### src/rtl/uart_pkg.sv
`default_nettype none
// ============================================================================
// Package     : uart_pkg
// Description : Shared UART definitions: default bit timing, data width,
//               the fixed "Hello, World\r\n" message ROM and the receiver
//               FSM state encoding. Used by both the RX monitor and the
//               TX wrapper so both ends agree on the message.
// Revision    : 1.0 - initial release
// ============================================================================
package uart_pkg;

  // 27 MHz / 115200 baud
  localparam int UART_D = 234;
  localparam int UART_L = 8;

  localparam int MSG_LEN = 14;
  localparam logic [3:0] MSG_LAST_IDX = 4'(MSG_LEN - 1);
  localparam logic [7:0] MSG_FIRST = 8'h48;

  // Byte i of the message lives at bits [8*i +: 8]
  localparam logic [MSG_LEN*8-1:0] MSG_ROM = {
    8'h0A, 8'h0D, 8'h64, 8'h6C, 8'h72, 8'h6F, 8'h57,
    8'h20, 8'h2C, 8'h6F, 8'h6C, 8'h6C, 8'h65, 8'h48
  };

  typedef enum logic [2:0] {
    RX_IDLE  = 3'd0,
    RX_START = 3'd1,
    RX_DATA  = 3'd2,
    RX_STOP  = 3'd3,
    RX_BREAK = 3'd4
  } rx_state_e;

  // ROM lookup; out-of-range indices return 0x00. The loop only uses
  // constant part-selects so no index can run past the ROM.
  function automatic logic [7:0] msg_byte(input logic [3:0] idx);
    logic [7:0] b;
    b = 8'h00;
    for (int i = 0; i < MSG_LEN; i++) begin
      if (idx == 4'(i)) b = MSG_ROM[8*i +: 8];
    end
    return b;
  endfunction

endpackage
`default_nettype wire

### src/rtl/uart_rx.sv
`default_nettype none
// ============================================================================
// Module      : uart_rx
// Description : 8N1-style UART receiver. Two-flop synchronizer on the serial
//               input, mid-bit sampling FSM, LSB-first shifter and stop-bit
//               check. Returns to idle at the middle of the stop bit so
//               back-to-back frames without an idle gap are received.
// Ports       : i_clk       - system clock
//               i_rst       - asynchronous active-high reset
//               i_rxd       - serial input, idle high, asynchronous
//               o_data      - last correctly framed byte
//               o_valid     - one-cycle pulse, o_data updated this cycle
//               o_frame_err - one-cycle pulse, stop bit sampled low
//               o_busy      - high whenever the FSM is not idle
// Revision    : 1.0 - initial release
// ============================================================================
module uart_rx
  import uart_pkg::*;
#(
  parameter int D = UART_D,
  parameter int L = UART_L
) (
  input  logic         i_clk,
  input  logic         i_rst,
  input  logic         i_rxd,
  output logic [L-1:0] o_data,
  output logic         o_valid,
  output logic         o_frame_err,
  output logic         o_busy
);

  localparam int CW = $clog2(D);
  localparam int BW = $clog2(L + 1);
  localparam logic [CW-1:0] C_HALF = CW'(D / 2 - 1);
  localparam logic [CW-1:0] C_FULL = CW'(D - 1);
  localparam logic [BW-1:0] C_LAST = BW'(L - 1);

  logic          rx_meta_q, rx_sync_q;
  rx_state_e     state_q, state_d;
  logic [CW-1:0] clk_cnt_q, clk_cnt_d;
  logic [BW-1:0] bit_cnt_q, bit_cnt_d;
  logic [L-1:0]  shift_q, shift_d;
  logic [L-1:0]  data_q, data_d;
  logic          valid_q, valid_d;
  logic          frame_err_q, frame_err_d;
  logic          busy_q, busy_d;
  logic          rxs;

  assign rxs = rx_sync_q;

  always_comb begin
    state_d     = state_q;
    clk_cnt_d   = clk_cnt_q;
    bit_cnt_d   = bit_cnt_q;
    shift_d     = shift_q;
    data_d      = data_q;
    valid_d     = 1'b0;
    frame_err_d = 1'b0;

    case (state_q)
      RX_IDLE: begin
        clk_cnt_d = '0;
        bit_cnt_d = '0;
        if (!rxs) state_d = RX_START;
      end

      // Re-check the line half a bit in; a high here was a glitch.
      RX_START: begin
        if (clk_cnt_q == C_HALF) begin
          clk_cnt_d = '0;
          bit_cnt_d = '0;
          state_d   = rxs ? RX_IDLE : RX_DATA;
        end else begin
          clk_cnt_d = clk_cnt_q + 1'b1;
        end
      end

      // Counter was aligned to mid start bit, so each full period lands
      // on the middle of the next data bit.
      RX_DATA: begin
        if (clk_cnt_q == C_FULL) begin
          clk_cnt_d = '0;
          shift_d   = {rxs, shift_q[L-1:1]};
          bit_cnt_d = bit_cnt_q + 1'b1;
          if (bit_cnt_q == C_LAST) state_d = RX_STOP;
        end else begin
          clk_cnt_d = clk_cnt_q + 1'b1;
        end
      end

      RX_STOP: begin
        if (clk_cnt_q == C_FULL) begin
          clk_cnt_d = '0;
          if (rxs) begin
            data_d  = shift_q;
            valid_d = 1'b1;
            state_d = RX_IDLE;
          end else begin
            frame_err_d = 1'b1;
            state_d     = RX_BREAK;
          end
        end else begin
          clk_cnt_d = clk_cnt_q + 1'b1;
        end
      end

      // Held-low line: wait for it to release so only one error is reported.
      RX_BREAK: begin
        clk_cnt_d = '0;
        if (rxs) state_d = RX_IDLE;
      end

      default: begin
        state_d   = RX_IDLE;
        clk_cnt_d = '0;
        bit_cnt_d = '0;
      end
    endcase

    busy_d = (state_d != RX_IDLE);
  end

  always_ff @(posedge i_clk or posedge i_rst) begin
    if (i_rst) begin
      rx_meta_q   <= 1'b1;
      rx_sync_q   <= 1'b1;
      state_q     <= RX_IDLE;
      clk_cnt_q   <= '0;
      bit_cnt_q   <= '0;
      shift_q     <= '0;
      data_q      <= '0;
      valid_q     <= 1'b0;
      frame_err_q <= 1'b0;
      busy_q      <= 1'b0;
    end else begin
      rx_meta_q   <= i_rxd;
      rx_sync_q   <= rx_meta_q;
      state_q     <= state_d;
      clk_cnt_q   <= clk_cnt_d;
      bit_cnt_q   <= bit_cnt_d;
      shift_q     <= shift_d;
      data_q      <= data_d;
      valid_q     <= valid_d;
      frame_err_q <= frame_err_d;
      busy_q      <= busy_d;
    end
  end

  assign o_data      = data_q;
  assign o_valid     = valid_q;
  assign o_frame_err = frame_err_q;
  assign o_busy      = busy_q;

endmodule
`default_nettype wire

### src/rtl/uart_rx_monitor.sv
`default_nettype none
// ============================================================================
// Module      : uart_rx_monitor
// Description : UART receive path plus message checker. Recovers bytes with
//               uart_rx and tracks them against the fixed 14-byte
//               "Hello, World\r\n" message, pulsing o_match on a complete
//               in-order message and o_mismatch on a wrong byte or a
//               framing error part-way through a message.
// Ports       : i_clk       - system clock
//               i_rst       - asynchronous active-high reset
//               i_rxd       - serial input, idle high, asynchronous
//               o_data      - last correctly framed byte
//               o_valid     - one-cycle pulse, o_data updated this cycle
//               o_frame_err - one-cycle pulse, stop bit sampled low
//               o_busy      - high whenever the receiver is not idle
//               o_match     - one-cycle pulse, full message received
//               o_mismatch  - one-cycle pulse, message broken
//               o_msg_cnt   - number of o_match pulses, wraps at 255
// Revision    : 1.0 - initial release
// ============================================================================
module uart_rx_monitor
  import uart_pkg::*;
#(
  parameter int D = UART_D,
  parameter int L = UART_L
) (
  input  logic         i_clk,
  input  logic         i_rst,
  input  logic         i_rxd,
  output logic [L-1:0] o_data,
  output logic         o_valid,
  output logic         o_frame_err,
  output logic         o_busy,
  output logic         o_match,
  output logic         o_mismatch,
  output logic [7:0]   o_msg_cnt
);

  logic [L-1:0] rx_data;
  logic         rx_valid;
  logic         rx_frame_err;
  logic [7:0]   rx_byte;

  logic [3:0]   idx_q, idx_d;
  logic         match_q, match_d;
  logic         mismatch_q, mismatch_d;
  logic [7:0]   msg_cnt_q, msg_cnt_d;

  uart_rx #(
    .D (D),
    .L (L)
  ) u_uart_rx (
    .i_clk       (i_clk),
    .i_rst       (i_rst),
    .i_rxd       (i_rxd),
    .o_data      (rx_data),
    .o_valid     (rx_valid),
    .o_frame_err (rx_frame_err),
    .o_busy      (o_busy)
  );

  // The message is byte oriented; compare on an 8-bit view of the data.
  assign rx_byte = 8'(rx_data);

  always_comb begin
    idx_d      = idx_q;
    msg_cnt_d  = msg_cnt_q;
    match_d    = 1'b0;
    mismatch_d = 1'b0;

    if (rx_valid) begin
      if (rx_byte == msg_byte(idx_q)) begin
        if (idx_q == MSG_LAST_IDX) begin
          match_d   = 1'b1;
          msg_cnt_d = msg_cnt_q + 8'd1;
          idx_d     = 4'd0;
        end else begin
          idx_d = idx_q + 4'd1;
        end
      end else begin
        mismatch_d = 1'b1;
        // A stray 'H' is treated as the start of a fresh message.
        idx_d      = (rx_byte == MSG_FIRST) ? 4'd1 : 4'd0;
      end
    end else if (rx_frame_err && (idx_q != 4'd0)) begin
      mismatch_d = 1'b1;
      idx_d      = 4'd0;
    end
  end

  always_ff @(posedge i_clk or posedge i_rst) begin
    if (i_rst) begin
      idx_q      <= 4'd0;
      match_q    <= 1'b0;
      mismatch_q <= 1'b0;
      msg_cnt_q  <= 8'd0;
    end else begin
      idx_q      <= idx_d;
      match_q    <= match_d;
      mismatch_q <= mismatch_d;
      msg_cnt_q  <= msg_cnt_d;
    end
  end

  assign o_data      = rx_data;
  assign o_valid     = rx_valid;
  assign o_frame_err = rx_frame_err;
  assign o_match     = match_q;
  assign o_mismatch  = mismatch_q;
  assign o_msg_cnt   = msg_cnt_q;

endmodule
`default_nettype wire

### config.mk
export PLATFORM = sky130hd
export DESIGN_NAME = uart_rx_monitor
export DESIGN_NICKNAME = d
export VERILOG_FILES = /design/src/rtl/uart_pkg.sv /design/src/rtl/uart_rx.sv /design/src/rtl/uart_rx_monitor.sv
export SDC_FILE = /design/constraint.sdc
export NUM_CORES = 1
export LEC_CHECK = 0
export ABC_AREA = 1
export BUFFER_PORTS_ARGS = -buffer_cell sky130_fd_sc_hd__buf_4
export CORE_AREA = 10 10 75 108
export DETAILED_ROUTE_END_ITERATION = 7
export DIE_AREA = 0 0 85 118
export RECOVER_POWER = 50
export SLEW_MARGIN = 10
export SYNTH_ARGS = -nofsm -noshare
export SYNTH_HDL_FRONTEND = slang
export SYNTH_SLANG_ARGS = --single-unit
### constraint.sdc
create_clock -name i_clk -period 2.9 [get_ports i_clk]
set_input_delay 0.87 -clock i_clk [delete_from_list [all_inputs] [get_ports i_clk]]
set_output_delay 0.87 -clock i_clk [all_outputs]
set_load 0.02 [all_outputs]
Yosys cells after proc, flatten, opt, wreduce, memory -nomap -nowiden
Cells that the tools add are included.
{"block": "op_classes", "n_addsub": 4, "n_eq_ne": 24, "mux": 47, "bitwise": 1, "reduce_logical": 12}
{"cell": "8-bit two-way mux", "count": 16}
{"cell": "4-bit equality test, second input constant", "count": 6}
{"cell": "4-bit two-way mux", "count": 6}
{"cell": "3-bit two-way mux", "count": 7}
{"cell": "4-bit by 3-bit equality test with 1-bit output, second input constant", "count": 5}
{"cell": "8-bit by 1-bit adder with 8-bit output, second input constant", "count": 2}
{"cell": "8-bit by 7-bit equality test with 1-bit output, second input constant", "count": 2}
{"cell": "8-bit one-hot mux with 2 select lines", "count": 1}
{"cell": "3-bit one-hot mux with 5 select lines", "count": 1}
{"cell": "1-bit two-way mux", "count": 13}
{"cell": "4-bit one-hot mux with 3 select lines", "count": 1}
{"cell": "3-bit AND reduction", "count": 3}
{"cell": "4-bit by 1-bit adder with 4-bit output, second input constant", "count": 2}
{"cell": "4-bit by 2-bit equality test with 1-bit output, second input constant", "count": 2}
{"cell": "8-bit equality test", "count": 1}
{"cell": "8-bit equality test, second input constant", "count": 1}
{"cell": "7-bit two-way mux", "count": 1}
{"cell": "3-bit by 2-bit equality test with 1-bit output, second input constant", "count": 2}
{"cell": "4-bit by 1-bit equality test with 1-bit output, second input constant", "count": 1}
{"cell": "4-bit zero test", "count": 1}
{"cell": "2-bit by 1-bit != test with 1-bit output, second input constant", "count": 2}
{"cell": "4-bit nonzero test", "count": 1}
{"cell": "2-bit OR reduction", "count": 2}
{"cell": "3-bit by 1-bit equality test with 1-bit output, second input constant", "count": 1}
{"cell": "other kinds (8)", "count": 8}
{"block": "totals", "ff_bits": 50, "wordCells": 102}

Longest topological paths before layout
{"block": "logic_depth", "depth_word": 19, "depth_mapped": 13, "mapped_depth_nobuf": 12}

Hierarchy
A second synthesis with hierarchy kept.
{"block": "unflattened", "cells_unflattened": 354, "area_unflattened_um2": 2808.9}
{"module": "uart_rx", "instances": 1, "cells_per_inst": 191, "area_per_inst_um2": 1709.1, "seq_area_each_um2": 903.4}
{"module": "uart_rx_monitor", "instances": 1, "cells_per_inst": 163, "area_per_inst_um2": 1099.8, "seq_area_each_um2": 350.3}

Least setup slack after synthesis
OpenSTA, ideal clock, no wires.
{"block": "synth_path", "path_type": "flip-flop to flip-flop", "start": "register u_uart_rx.clk_cnt_q[1]", "end": "register u_uart_rx.data_q[3], in the netlist u_uart_rx.o_data[3]", "arrival_ns": 1.414, "required_ns": 2.773, "slack_ns": 1.359, "stages_incl_launch_ff": 11, "n_path_buf": 1, "synth_period_minus_slack_ns": 1.541, "path_cell_list": "dfrtp_1 > inv_1 > ha_1 > nand2_1 > nor2_1 > nand2_2 > nor2_1 > inv_2 > nor2_4 > buf_4 > o21ai_0"}
{"block": "synth_via", "elab_chain_cells": 2}
{"item": "from (decl)", "line_no": "uart_rx.sv:40", "source": "logic [CW-1:0] clk_cnt_q, clk_cnt_d;"}
{"item": "from (signal assigned)", "line_no": "uart_rx.sv:139", "source": "clk_cnt_q <= clk_cnt_d;"}
{"item": "8-bit equality test", "line_no": "uart_rx.sv:92", "source": "if (clk_cnt_q == C_FULL) begin"}
{"item": "3-bit AND reduction (no source line)"}
{"item": "to (signal assigned)", "line_no": "uart_rx.sv:142", "source": "data_q <= data_d;"}
{"item": "to (decl)", "line_no": "uart_rx.sv:43", "source": "logic [L-1:0] data_q, data_d;"}
Every way passes these cells.
A chain may end at the register's enable or synchronous reset.

Worst setup path in the final report
{"block": "layout_path", "start": "register u_uart_rx.valid_q, in the netlist u_uart_rx.o_valid", "end": "output port o_valid"}
{"item": "from (decl)", "line_no": "uart_rx.sv:44", "source": "logic valid_q, valid_d;"}
{"item": "from (signal assigned)", "line_no": "uart_rx.sv:143", "source": "valid_q <= valid_d;"}
{"item": "to (decl)", "line_no": "uart_rx_monitor.sv:31", "source": "output logic o_valid,"}
No word-level cell between the ends.

==> metrics <==
I/O Buffers=23; wire length per cell=13.4 um; post-DP HPWL=4560 um; leakage power=1.58 nW; Hold-fix buffers, CTS=0; Final Non-Filler Cells=457; routing usage on met1=13.4%; Resized cells post-CTS=0; slowest stage delay, CP=770 ps; Root Buffer=clkbuf_8; Clk Latency, worst-skew pair=300 ps; die area=0.0100 mm^2; core area=0.00617 mm^2; Mapped Cells=358; Pre-Repair DR Iteration Count=4; Tcrit/Tclk final=76.2%; Worst-Margin Slew=1260 ps; Post-Route Skew=8.16 ps; grt total ovfl=0; Routed WL=6110 um; top cells by area, synth=dfrtp_1 (43%), nand2_1 (15%), nand3_1 (5.5%); initial antenna violation count=0; Synth cell types=37; n_diodes=0; CP max-delay cell=dfrtp_1; Worst Hold Class=reg2reg; CP delay by family, top=flip-flops; FF+latch count, synth=50; Global Route Usage Sum=12.5%; die width=85 um; Rows=35; Worst Path Buf+Inv=1; via count=2394; share of layout cells above drive strength 1=14.9%; sequential area share after synthesis=44.8%; H-tree depth=2; via/cell ratio=5.24; startpoint types=flip-flop; Worst slew margin=15.9%; Longest Clk Path Bufs=2; met3 usage=2.49%; vias in the first global route=2344; CP arrival=1340 ps; Final Hold Fails=0; Post-Syn Area per Cell=7.82 um^2; die height=118 um; # Post-CTS Setup Buffers=0; Worst Setup Path Type=reg2out; grt peak-use layer=met2; syn nets=366; max-slew violations=0; pwr/cell area=369 mW/mm^2; post-detailed-route count of antenna-violating nets=0; CTS tree=built; Final WS setup=690 ps; Num Clock Sinks=50; Ys Warns=0; Syn Std Cell Area=0.00280 mm^2; max-cap check violation count=0; CP Capture Type=output pin; status=complete, no violations; DRC marker count from the first detailed-route iteration=99; met2 usage=22.7%; RSZ-0062 raised after global routing=no; cts bufs inserted=5; first-pass GRT wire length=10700 um; fillers=630; # setup viols final=0; Max VDD drop=0.000268 V; Setup TNS Final=0 ps; maximum fanout along the worst path=17; Initial Util=45.3%; Final min period=2210 ps; Placement Setup Slack=985 ps; Req. time, crit path=2030 ps; leading area contributor after synthesis=dfrtp_1; number of I/O pins=24; final net count=390; largest net degree at the start of global routing=51; Routability Congestion=0.840; area grow syn2layout=10.5%; multi-input logic area=0.00135 mm^2; placed cell count=449; CP Cell Sequence=buf_4; DRC violations left=0; fmax=452 MHz; storage element area=0.00125 mm^2; clk slew on worst S/H paths=90 ps; Synth top area share=42.9%
==> sequential cells by signal, summed over array words and instances (netlist names) <==
register	flops
u_uart_rx.bit_cnt_q	4
u_uart_rx.rx_meta_q	1
idx_q	4
u_uart_rx.clk_cnt_q	8
o_match	1
u_uart_rx.o_frame_err	1
o_msg_cnt	8
u_uart_rx.o_valid	1
u_uart_rx.o_busy	1
u_uart_rx.rx_sync_q	1
u_uart_rx.o_data	8
u_uart_rx.state_q	3
o_mismatch	1
u_uart_rx.shift_q	8
==> through the flow <==
| step | hold slack [ps] | total power, W | instance area (um^2) | utilization [%] |
|---|---|---|---|---|
| floorplan | 345 | 0.000725 | 2800 | - |
| global placement | 350 | 0.000733 | 3020 | 48.9 |
| detailed placement | 351 | 0.000734 | 3020 | 48.9 |
| CTS | 366 | 0.00117 | 3120 | 50.5 |
| global route | 370 | 0.00119 | 3090 | 50.1 |
| finish | 362 | 0.00114 | 3090 | 50.1 |
==> cell families (layout without fill, tap and decap cells) <==
logic type                 Yosys count  in the layout  share of synthesized area [%]
buffers and inverters               42             67                           6.79
xor gates and xnor gates            10             10                           3.13
and+or+nand+nor                    215            215                           36.0
DFF                                 50             50                           44.8
adders and majority gates            5              5                           2.23
AOI/OAI and AO/OA                   36             36                           7.10
==> worst paths after layout <==
| check | startpoint | to | slack (ps) | cells past startpoint |
|---|---|---|---|---|
| max | u_uart_rx.o_valid$_DFF_PP0_ | o_valid | 690 | 1 |
| min | u_uart_rx.rx_meta_q$_DFF_PP1_ | u_uart_rx.rx_sync_q$_DFF_PP1_ | 360 | 0 |
| max reg2reg | u_uart_rx.clk_cnt_q[1]$_DFF_PP0_ | u_uart_rx.o_busy$_DFF_PP0_ | 940 | 8 |
| min reg2reg | u_uart_rx.rx_meta_q$_DFF_PP1_ | u_uart_rx.rx_sync_q$_DFF_PP1_ | 360 | 0 |
| max in group asynchronous | i_rst | u_uart_rx.shift_q[3]$_DFFE_PP0P_ | 1150 | 3 |
| min in group asynchronous | i_rst | o_msg_cnt[3]$_DFFE_PP0P_ | 970 | 3 |
==> synth_stat cells <==
cell / n
a221oi_1: 1
a21oi_2: 1
nand2_1: 115
nor3_2: 1
inv_2: 4
buf_2: 3
nand4_1: 13
inv_4: 1
a21oi_1: 7
nand2_2: 5
nor4_1: 2
o211ai_1: 1
clkbuf_1: 1
dfrtp_1: 48
nor2_8: 1
o21ai_2: 1
or2_2: 3
nand3_2: 2
nor2_1: 25
buf_6: 3
nor2_4: 2
nor2_2: 6
xor2_1: 5
nand2_4: 1
clkinv_1: 1
ha_1: 5
o21ai_0: 23
inv_1: 28
o21a_1: 1
xnor2_1: 5
nor3_1: 5
a211oi_1: 1
dfstp_2: 2
buf_4: 1
nor3b_1: 2
nand3_1: 31
nand4_4: 1
==> worst reg2reg max path, cell delays in order (launching register included) <==
cell and delay, ps:
dfrtp_1 410, inv_1 90, ha_1 150, nand2_1 50
nor2_1 120, nand2_1 220, nor2_1 530, a221oi_1 230
nand2_1 100
==> area by class of cell <==
type / count / area share (%)
multi-input cells: 266 / 43.7
flip-flops and latches: 50 / 40.5
repair buffers: 25 / 5.50
inverters: 34 / 4.21
well taps: 74 / 2.99
clock buffers: 6 / 2.67
clock inverters: 2 / 0.405
==> where the power goes <==
part	switching (W)	internal (W)
sequential	0.000000629	0.000699
clock	0.000231	0.000192
combinational	0.0000155	0.00000246
==> cell usage in the layout (no fill, tap or decap), types with 2 or more instances in the layout <==
cell type,n
nand2_1,116
clkbuf_1,4
nand3_1,31
or2_2,3
nand3_2,2
inv_1,29
dfstp_2,2
nor3b_1,2
o21ai_0,23
xnor2_1,5
buf_4,18
nand4_1,13
nand2_2,4
nor2_1,26
ha_1,5
clkbuf_4,2
inv_2,3
dfrtp_1,48
xor2_1,5
a21oi_1,7
nor2_2,5
nor3_1,5
clkbuf_8,6
nor2_4,2
nor4_1,2
==> layer usage <==
metal	up-vias	share of wire, %	wire [um]
met5	-	0	0
met4	0	2.6	161
met3	12	3.1	188
met2	39	53	3230
met1	1134	41	2530
li1	1209	-	-
No activity file was read; power rests on OpenSTA's default activity.
